===== src/rtl/vdp18_pkg.sv =====
// Shared VDP18 types: display modes, VRAM access kinds, access-slot numbering,
// plus the per-mode slot schedule used by the VRAM fetch sequencer.
package vdp18_pkg;

    typedef enum logic [1:0] {
        OPMODE_GRAPH1 = 2'b00,
        OPMODE_GRAPH2 = 2'b01,
        OPMODE_MULTIC = 2'b10,
        OPMODE_TEXTM  = 2'b11
    } opmode_t;

    typedef enum logic [2:0] {
        AC_NONE = 3'd0,
        AC_PNT  = 3'd1,
        AC_PCT  = 3'd2,
        AC_PGT  = 3'd3,
        AC_CPU  = 3'd4,
        AC_REFR = 3'd5
    } access_t;

    typedef enum logic [1:0] {
        SL_0 = 2'd0,
        SL_1 = 2'd1,
        SL_2 = 2'd2,
        SL_3 = 2'd3
    } slot_t;

    // Pixel-clock enables per access slot; the sequencer only supports 2.
    localparam int SLOT_PIX = 2;

    // Access kind owned by a slot inside the fetch window. AC_CPU marks a slot
    // the CPU port (or refresh) may use.
    function automatic access_t slot_access(opmode_t mode, slot_t slot);
        access_t acc;
        acc = AC_CPU;
        case (mode)
            OPMODE_TEXTM: begin
                case (slot)
                    SL_0:    acc = AC_PNT;
                    SL_1:    acc = AC_PGT;
                    default: acc = AC_CPU;
                endcase
            end
            OPMODE_MULTIC: begin
                case (slot)
                    SL_0:    acc = AC_PNT;
                    SL_2:    acc = AC_PGT;
                    default: acc = AC_CPU;
                endcase
            end
            default: begin
                case (slot)
                    SL_0:    acc = AC_PNT;
                    SL_1:    acc = AC_PCT;
                    SL_2:    acc = AC_PGT;
                    default: acc = AC_CPU;
                endcase
            end
        endcase
        return acc;
    endfunction

    // Text mode cells are 6 pixels (3 slots); everything else, including the
    // CPU-only rhythm outside the fetch window, runs 4 slots per cell.
    function automatic slot_t slot_next(slot_t slot, opmode_t mode, logic fetch);
        slot_t nxt;
        if (fetch && mode == OPMODE_TEXTM && slot == SL_2)
            nxt = SL_0;
        else
            nxt = slot_t'(slot + 2'd1);
        return nxt;
    endfunction

endpackage


===== src/rtl/vdp18_vram_addr_gen.sv =====
// Combinational VRAM address formation for every access kind the fetch
// sequencer can issue. Bit vectors use the VDP's [0:n] numbering (bit 0 = MSB).
module vdp18_vram_addr_gen
    import vdp18_pkg::*;
(
    input  access_t     access_i,
    input  opmode_t     mode_i,
    input  logic [0:3]  reg_ntb_i,
    input  logic [0:7]  reg_ctb_i,
    input  logic [0:2]  reg_pgb_i,
    input  logic [0:8]  num_line_i,
    input  logic [0:9]  pat_table_i,
    input  logic [0:7]  pat_name_i,
    input  logic [0:13] cpu_addr_i,
    input  logic [0:7]  rfsh_cnt_i,
    output logic [0:13] addr_o
);

    // Line bits 0 and 3 never take part in any table address.
    logic unused_line;
    assign unused_line = num_line_i[0] ^ num_line_i[3];

    // Field concatenations; every form is exactly 14 bits with no carries.
    always_comb begin
        addr_o = cpu_addr_i;
        case (access_i)
            AC_PNT: addr_o = {reg_ntb_i, pat_table_i};
            AC_PCT: begin
                if (mode_i == OPMODE_GRAPH2)
                    addr_o = {reg_ctb_i[0], num_line_i[1:2], pat_name_i, num_line_i[6:8]};
                else
                    addr_o = {reg_ctb_i, 1'b0, pat_name_i[0:4]};
            end
            AC_PGT: begin
                case (mode_i)
                    OPMODE_GRAPH2: addr_o = {reg_pgb_i[0], num_line_i[1:2], pat_name_i, num_line_i[6:8]};
                    OPMODE_MULTIC: addr_o = {reg_pgb_i, pat_name_i, num_line_i[4:6]};
                    default:       addr_o = {reg_pgb_i, pat_name_i, num_line_i[6:8]};
                endcase
            end
            AC_REFR: addr_o = {6'b000000, rfsh_cnt_i};
            default: addr_o = cpu_addr_i;
        endcase
    end

endmodule


===== src/rtl/vdp18_vram_fetch.sv =====
// VRAM access sequencer: splits each character cell into two-enable access
// slots, issues PNT/PCT/PGT reads and hands the free slots to the CPU port.
// Optional build macro VDP18_RFSH_EN turns every 4th consecutive idle CPU
// slot into a DRAM refresh access.
//
// slot | meaning
// -----+-----------------------------------------------------------
// SL_0 | PNT (character boundary; opmode_i is sampled here)
// SL_1 | PCT in GRAPH1/2, PGT in TEXTM, CPU in MULTIC
// SL_2 | PGT in GRAPH1/2/MULTIC, CPU in TEXTM (last slot of a text cell)
// SL_3 | CPU
// Outside the fetch window every slot is a CPU slot.
module vdp18_vram_fetch
    import vdp18_pkg::*;
#(
    parameter int SLOT_PIX = vdp18_pkg::SLOT_PIX
) (
    input  logic        clk_i,
    input  logic        reset_n_i,
    input  logic        clk_en_5m37_i,
    input  opmode_t     opmode_i,
    input  logic        fetch_en_i,
    input  logic [0:8]  num_line_i,
    input  logic [0:9]  pat_table_i,
    input  logic [0:7]  pat_name_i,
    input  logic [0:3]  reg_ntb_i,
    input  logic [0:7]  reg_ctb_i,
    input  logic [0:2]  reg_pgb_i,
    input  logic        cpu_req_i,
    input  logic        cpu_we_i,
    input  logic [0:13] cpu_addr_i,
    output logic        cpu_ack_o,
    output access_t     access_type_o,
    output logic        clk_en_acc_o,
    output logic [0:13] vram_a_o,
    output logic        vram_we_o
);

    logic        phase_q;
    slot_t       slot_q;
    opmode_t     mode_q;
    logic        fetch_q;
    access_t     access_q, access_d;
    logic [0:13] addr_q, addr_d;
    logic        we_q, we_d;

    logic        first_en, last_en;
    slot_t       slot_eff;
    opmode_t     mode_eff;
    access_t     kind;
    logic        refresh_due;
    logic [0:7]  rfsh_cnt;

    assign first_en = clk_en_5m37_i && (phase_q == 1'b0);
    assign last_en  = clk_en_5m37_i && (phase_q == 1'(SLOT_PIX - 1));

    // Decide what the slot starting at this enable will do.
    always_comb begin
        slot_eff = (fetch_en_i && !fetch_q) ? SL_0 : slot_q;
        mode_eff = (slot_eff == SL_0) ? opmode_i : mode_q;
        kind     = fetch_en_i ? slot_access(mode_eff, slot_eff) : AC_CPU;
        access_d = kind;
        we_d     = 1'b0;
        if (kind == AC_CPU) begin
            if (cpu_req_i) begin
                access_d = AC_CPU;
                we_d     = cpu_we_i;
            end else if (refresh_due) begin
                access_d = AC_REFR;
            end else begin
                access_d = AC_NONE;
            end
        end
    end

    vdp18_vram_addr_gen u_addr_gen (
        .access_i    (access_d),
        .mode_i      (mode_eff),
        .reg_ntb_i   (reg_ntb_i),
        .reg_ctb_i   (reg_ctb_i),
        .reg_pgb_i   (reg_pgb_i),
        .num_line_i  (num_line_i),
        .pat_table_i (pat_table_i),
        .pat_name_i  (pat_name_i),
        .cpu_addr_i  (cpu_addr_i),
        .rfsh_cnt_i  (rfsh_cnt),
        .addr_o      (addr_d)
    );

    // Slot register: launch the access on the 1st enable, retire it on the 2nd.
    always_ff @(posedge clk_i or negedge reset_n_i) begin
        if (!reset_n_i) begin
            phase_q  <= 1'b0;
            slot_q   <= SL_0;
            mode_q   <= OPMODE_GRAPH1;
            fetch_q  <= 1'b0;
            access_q <= AC_NONE;
            addr_q   <= '0;
            we_q     <= 1'b0;
        end else if (first_en) begin
            phase_q  <= 1'b1;
            slot_q   <= slot_eff;
            mode_q   <= mode_eff;
            fetch_q  <= fetch_en_i;
            access_q <= access_d;
            addr_q   <= addr_d;
            we_q     <= we_d;
        end else if (last_en) begin
            phase_q  <= 1'b0;
            slot_q   <= slot_next(slot_q, mode_q, fetch_q);
            we_q     <= 1'b0;
        end
    end

`ifdef VDP18_RFSH_EN
    logic [1:0] idle_q;
    logic [7:0] rfsh_q;

    assign refresh_due = (idle_q == 2'd3);
    assign rfsh_cnt    = rfsh_q;

    // Count consecutive idle CPU slots; the 4th one refreshes and bumps the row.
    always_ff @(posedge clk_i or negedge reset_n_i) begin
        if (!reset_n_i) begin
            idle_q <= 2'd0;
            rfsh_q <= 8'd0;
        end else if (first_en && kind == AC_CPU) begin
            if (cpu_req_i) begin
                idle_q <= 2'd0;
            end else if (refresh_due) begin
                idle_q <= 2'd0;
                rfsh_q <= rfsh_q + 8'd1;
            end else begin
                idle_q <= idle_q + 2'd1;
            end
        end
    end
`else
    assign refresh_due = 1'b0;
    assign rfsh_cnt    = 8'h00;
`endif

    assign access_type_o = access_q;
    assign vram_a_o      = addr_q;
    assign vram_we_o     = we_q;
    assign clk_en_acc_o  = last_en && (access_q != AC_NONE);
    assign cpu_ack_o     = last_en && (access_q == AC_CPU);

endmodule


===== config.mk =====
export PLATFORM = sky130hd
export DESIGN_NAME = vdp18_vram_fetch
export DESIGN_NICKNAME = d
export VERILOG_FILES = /design/src/rtl/vdp18_pkg.sv /design/src/rtl/vdp18_vram_addr_gen.sv /design/src/rtl/vdp18_vram_fetch.sv
export SDC_FILE = /design/constraint.sdc
export NUM_CORES = 1
export LEC_CHECK = 0
export ABC_CLOCK_PERIOD_IN_PS = 8900
export CAP_MARGIN = 15
export CORE_ASPECT_RATIO = 1.4
export CORE_MARGIN = 2
export CORE_UTILIZATION = 25
export CTS_CLUSTER_SIZE = 24
export DETAILED_ROUTE_END_ITERATION = 10
export PLACE_DENSITY = 0.51
export SYNTH_ARGS = -nofsm -noshare
export SYNTH_HDL_FRONTEND = slang
export SYNTH_HIERARCHICAL = 1
export SYNTH_SLANG_ARGS = --single-unit

===== constraint.sdc =====
create_clock -name clk_i -period 8.9 [get_ports clk_i]
set_input_delay 1.335 -clock clk_i [delete_from_list [all_inputs] [get_ports clk_i]]
set_output_delay 1.335 -clock clk_i [all_outputs]
set_load 0.01 [all_outputs]

==> results.md <==
* Cell Pwr Density at 288 nW/µm²
* Pre-CTS setup slack at 3.81 ns
* Pwr Total at 0.848 mW
* Max-cap violations at 0
* Standby leakage power at 1.29 nW
* Slowest cell on the critical path: clkdlybuf4s50_1
* Most common cell after layout, fill and taps aside: clkdlybuf4s50_1
* Sink Count at 24
* Die area at 8490 µm²
* Routed Wire Length at 6200 µm
* Final Util at 38.4%
* Ports at 84
* Final Hold Slack at 0.482 ns
* DRC at 0
* Seq/Total Area, Yosys at 30.9%
* Share of total power in the clock network at 8.7%
* Tot GR Track Use at 14.8%
* Nets at 402
* Final Max Slew Viols at 0
* Final HPWL DP at 4810 µm
* Rows at 38
* Post-CTS Resized at 0
* Die width at 78.5 µm
* Worst min path class: reg -> reg
* Crit. path cell count at 14
* Vias per cell at 4.72
* Fin. Hold Viols at 0
* Cts bufs inserted at 3
* Max Clock Freq at 209 MHz
* Filler cells at 801
* Mapped Cells at 249
* TritonRoute pass-1 iters at 4
* WP data arrival at 4.95 ns
* Worst Path Buf+Inv at 2
* Worst Skew at 0.00154 ns
* Share of layout cells above drive strength 1 at 7.55%
* Initial Util at 25.4%
* Design internal power at 0.467 mW
* CP Cell Sequence: clkdlybuf4s50_1, nand2b_2, nand2_1, ha_1, mux2i_2, o211ai_1, o311ai_2, inv_1, nor2_4, mux2_2, a22oi_1, o21ai_0, nand2_1, nand2_1
* Synth Warn # at 6
* Critical Path End Type: flop
* Final ANT Viol Nets at 0
* Largest net degree at the start of global routing at 29
* Final min period at 4.79 ns
* Psw at 0.382 mW
* Worst EP required at 9.06 ns
* GRT overflow at 0
* Initial antenna violation count at 0
* Post-synth ARST share at 100%
* Unrepaired setup endpoints after global routing: no
* CTS Root Cell: clkbuf_8
* Worst stage delay on the critical path at 0.62 ns
* Setup CP Type: in -> reg
* Placer's final routability congestion estimate at 0.750
* Syn Area/Cell at 7.79 µm²
* H-tree depth at 1
* First-pass GRT wire length at 9960 µm
* Switching share of total power at 45.0%
* Final worst path period share at 53.8%
* Core box area at 7650 µm²
* CTS max path bufs at 2
* Crit Path Max Fanout at 28
* Reg2reg path depth at 13
* Worst path top cell family by delay: buffers and inverters
* Comb pwr share at 67.6%
* Cell variety after synth at 49
* Clock latency on the worst-skew pair at 0.26 ns
* Synth Cell Area at 1940 µm²
* Final setup vio count at 0
* Slew HR at 44.2%
* WL per Instance at 14.4 µm
* Ys flop type: dfrtp_1
* ANT cells at 0
* Vias in the first global route at 2042
* CP Launch Type: input pin
* Port Buf Inserts at 81
* Final setup margin at 4.11 ns
* Setup repair bufs after CTS at 0
* Area delta synth->final at 51.5%
* Via Count at 2036
* Chip height at 108 µm
* Commonest cells after routing, fill and taps aside: clkdlybuf4s50_1, nand2_1, dfrtp_1
* Hold Path Stages at 2
* Clock Pin Slew Worst Setup and Hold Paths at 0.08 ns
* Setup TNS at 0 ns
* Outcome: finished, final reports clean
* CTS tree: yes
* Count of hold-fix buffers inserted at cts at 0
* Initial DRC count at 86
* CP dominant cell by count: nand2_1
* Number of flops mapped to enable cells by yosys at 0
* Peak VDD IR at 148 µV
* Sequential Power Share at 23.7%
* Seq cells post-synth at 24
* Worst slew pin tran at 0.837 ns
[power by group through the flow]
stage / sequential (mW) / combinational (mW) / clock [mW]
floorplan: 0.211 / 0.369 / 0
global placement: 0.201 / 0.576 / 0
detailed placement: 0.203 / 0.579 / 0
CTS: 0.201 / 0.582 / 0.0769
global route: 0.208 / 0.641 / 0.0829
finish: 0.201 / 0.573 / 0.0739
[state kept, by name (all words and copies together) (netlist names)]
register,count
vram_a_o,14
access_type_o,3
mode_q,2
slot_q,2
fetch_q,1
phase_q,1
vram_we_o,1
[cell type report]
class	count	area, µm²	area share [%]
sequential	24	601	20.4
timing repair buffer	85	861	29.3
multi-input combinational	208	1260	42.9
tap	100	125	4.26
clock buffer	4	55.1	1.87
inverter	10	37.5	1.28
[cells in the mapped netlist, types with 2 or more instances]
master	n	area, µm²
o21ai_0	21	105
clkbuf_1	6	22.5
nor2b_1	6	37.5
buf_4	2	15.0
a22oi_1	4	30.0
a31oi_1	4	25.0
a211oi_1	3	22.5
mux2_2	5	56.3
a221o_1	2	20.0
buf_2	6	30.0
nand3_1	4	20.0
nor3b_1	2	15.0
a221oi_1	3	26.3
nor2_1	17	63.8
a22o_1	2	17.5
inv_1	8	30.0
nand2b_1	2	12.5
mux2i_2	2	27.5
a21oi_1	4	20.0
nor3_1	4	20.0
o22ai_1	2	12.5
nand3b_1	3	22.5
inv_2	2	7.51
a21o_1	4	30.0
mux2i_1	14	140
nand4_1	2	12.5
nand2_1	65	244
dfrtp_1	24	601
ha_1	6	75.1
[kinds of logic after synthesis]
group           share of synthesized area, %
buf+inv                                 5.42
fa+ha+maj                               3.87
flops                                   30.9
compound gates                          20.8
mux                                     11.5
xor+xnor                               0.451
simple gates                            26.8
other cells                            0.193
[path summary, 6_finish.rpt]
check	startpoint	end	slack, ns
max in group asynchronous	reset_n_i	vram_a_o[11]$_DFFE_PN0P_	7.08
worst min-delay path	vram_a_o[8]$_DFFE_PN0P_	vram_a_o[8]$_DFFE_PN0P_	0.48
worst min register to register	vram_a_o[8]$_DFFE_PN0P_	vram_a_o[8]$_DFFE_PN0P_	0.48
worst max-delay path	fetch_en_i	vram_a_o[4]$_DFFE_PN0P_	4.11
worst max register to register	fetch_q$_DFFE_PN0P_	vram_a_o[4]$_DFFE_PN0P_	5.33
min in group asynchronous	reset_n_i	vram_a_o[4]$_DFFE_PN0P_	1.38
[worst min-delay path, stage by stage (launching register included)]
cell and delay (ns):
dfrtp_1 0.35, nand2_1 0.05, nand2_1 0.06
[through the flow]
step | cells | area, µm²
after floorplan | 256 | 1970
after global placement | 426 | 2860
after detailed placement | 426 | 2860
after CTS | 430 | 2910
after global routing | 431 | 2940
final | 431 | 2940
[per-layer routing]
metal	track usage [%]	vias to the layer above	share of wire, %
met5	0	-	0
met2	26.7	55	52
met1	18.6	950	43
li1	-	1025	-
met3	1.67	6	4.2
met4	3.63	0	1.4
No activity file was read; power rests on OpenSTA's default activity.
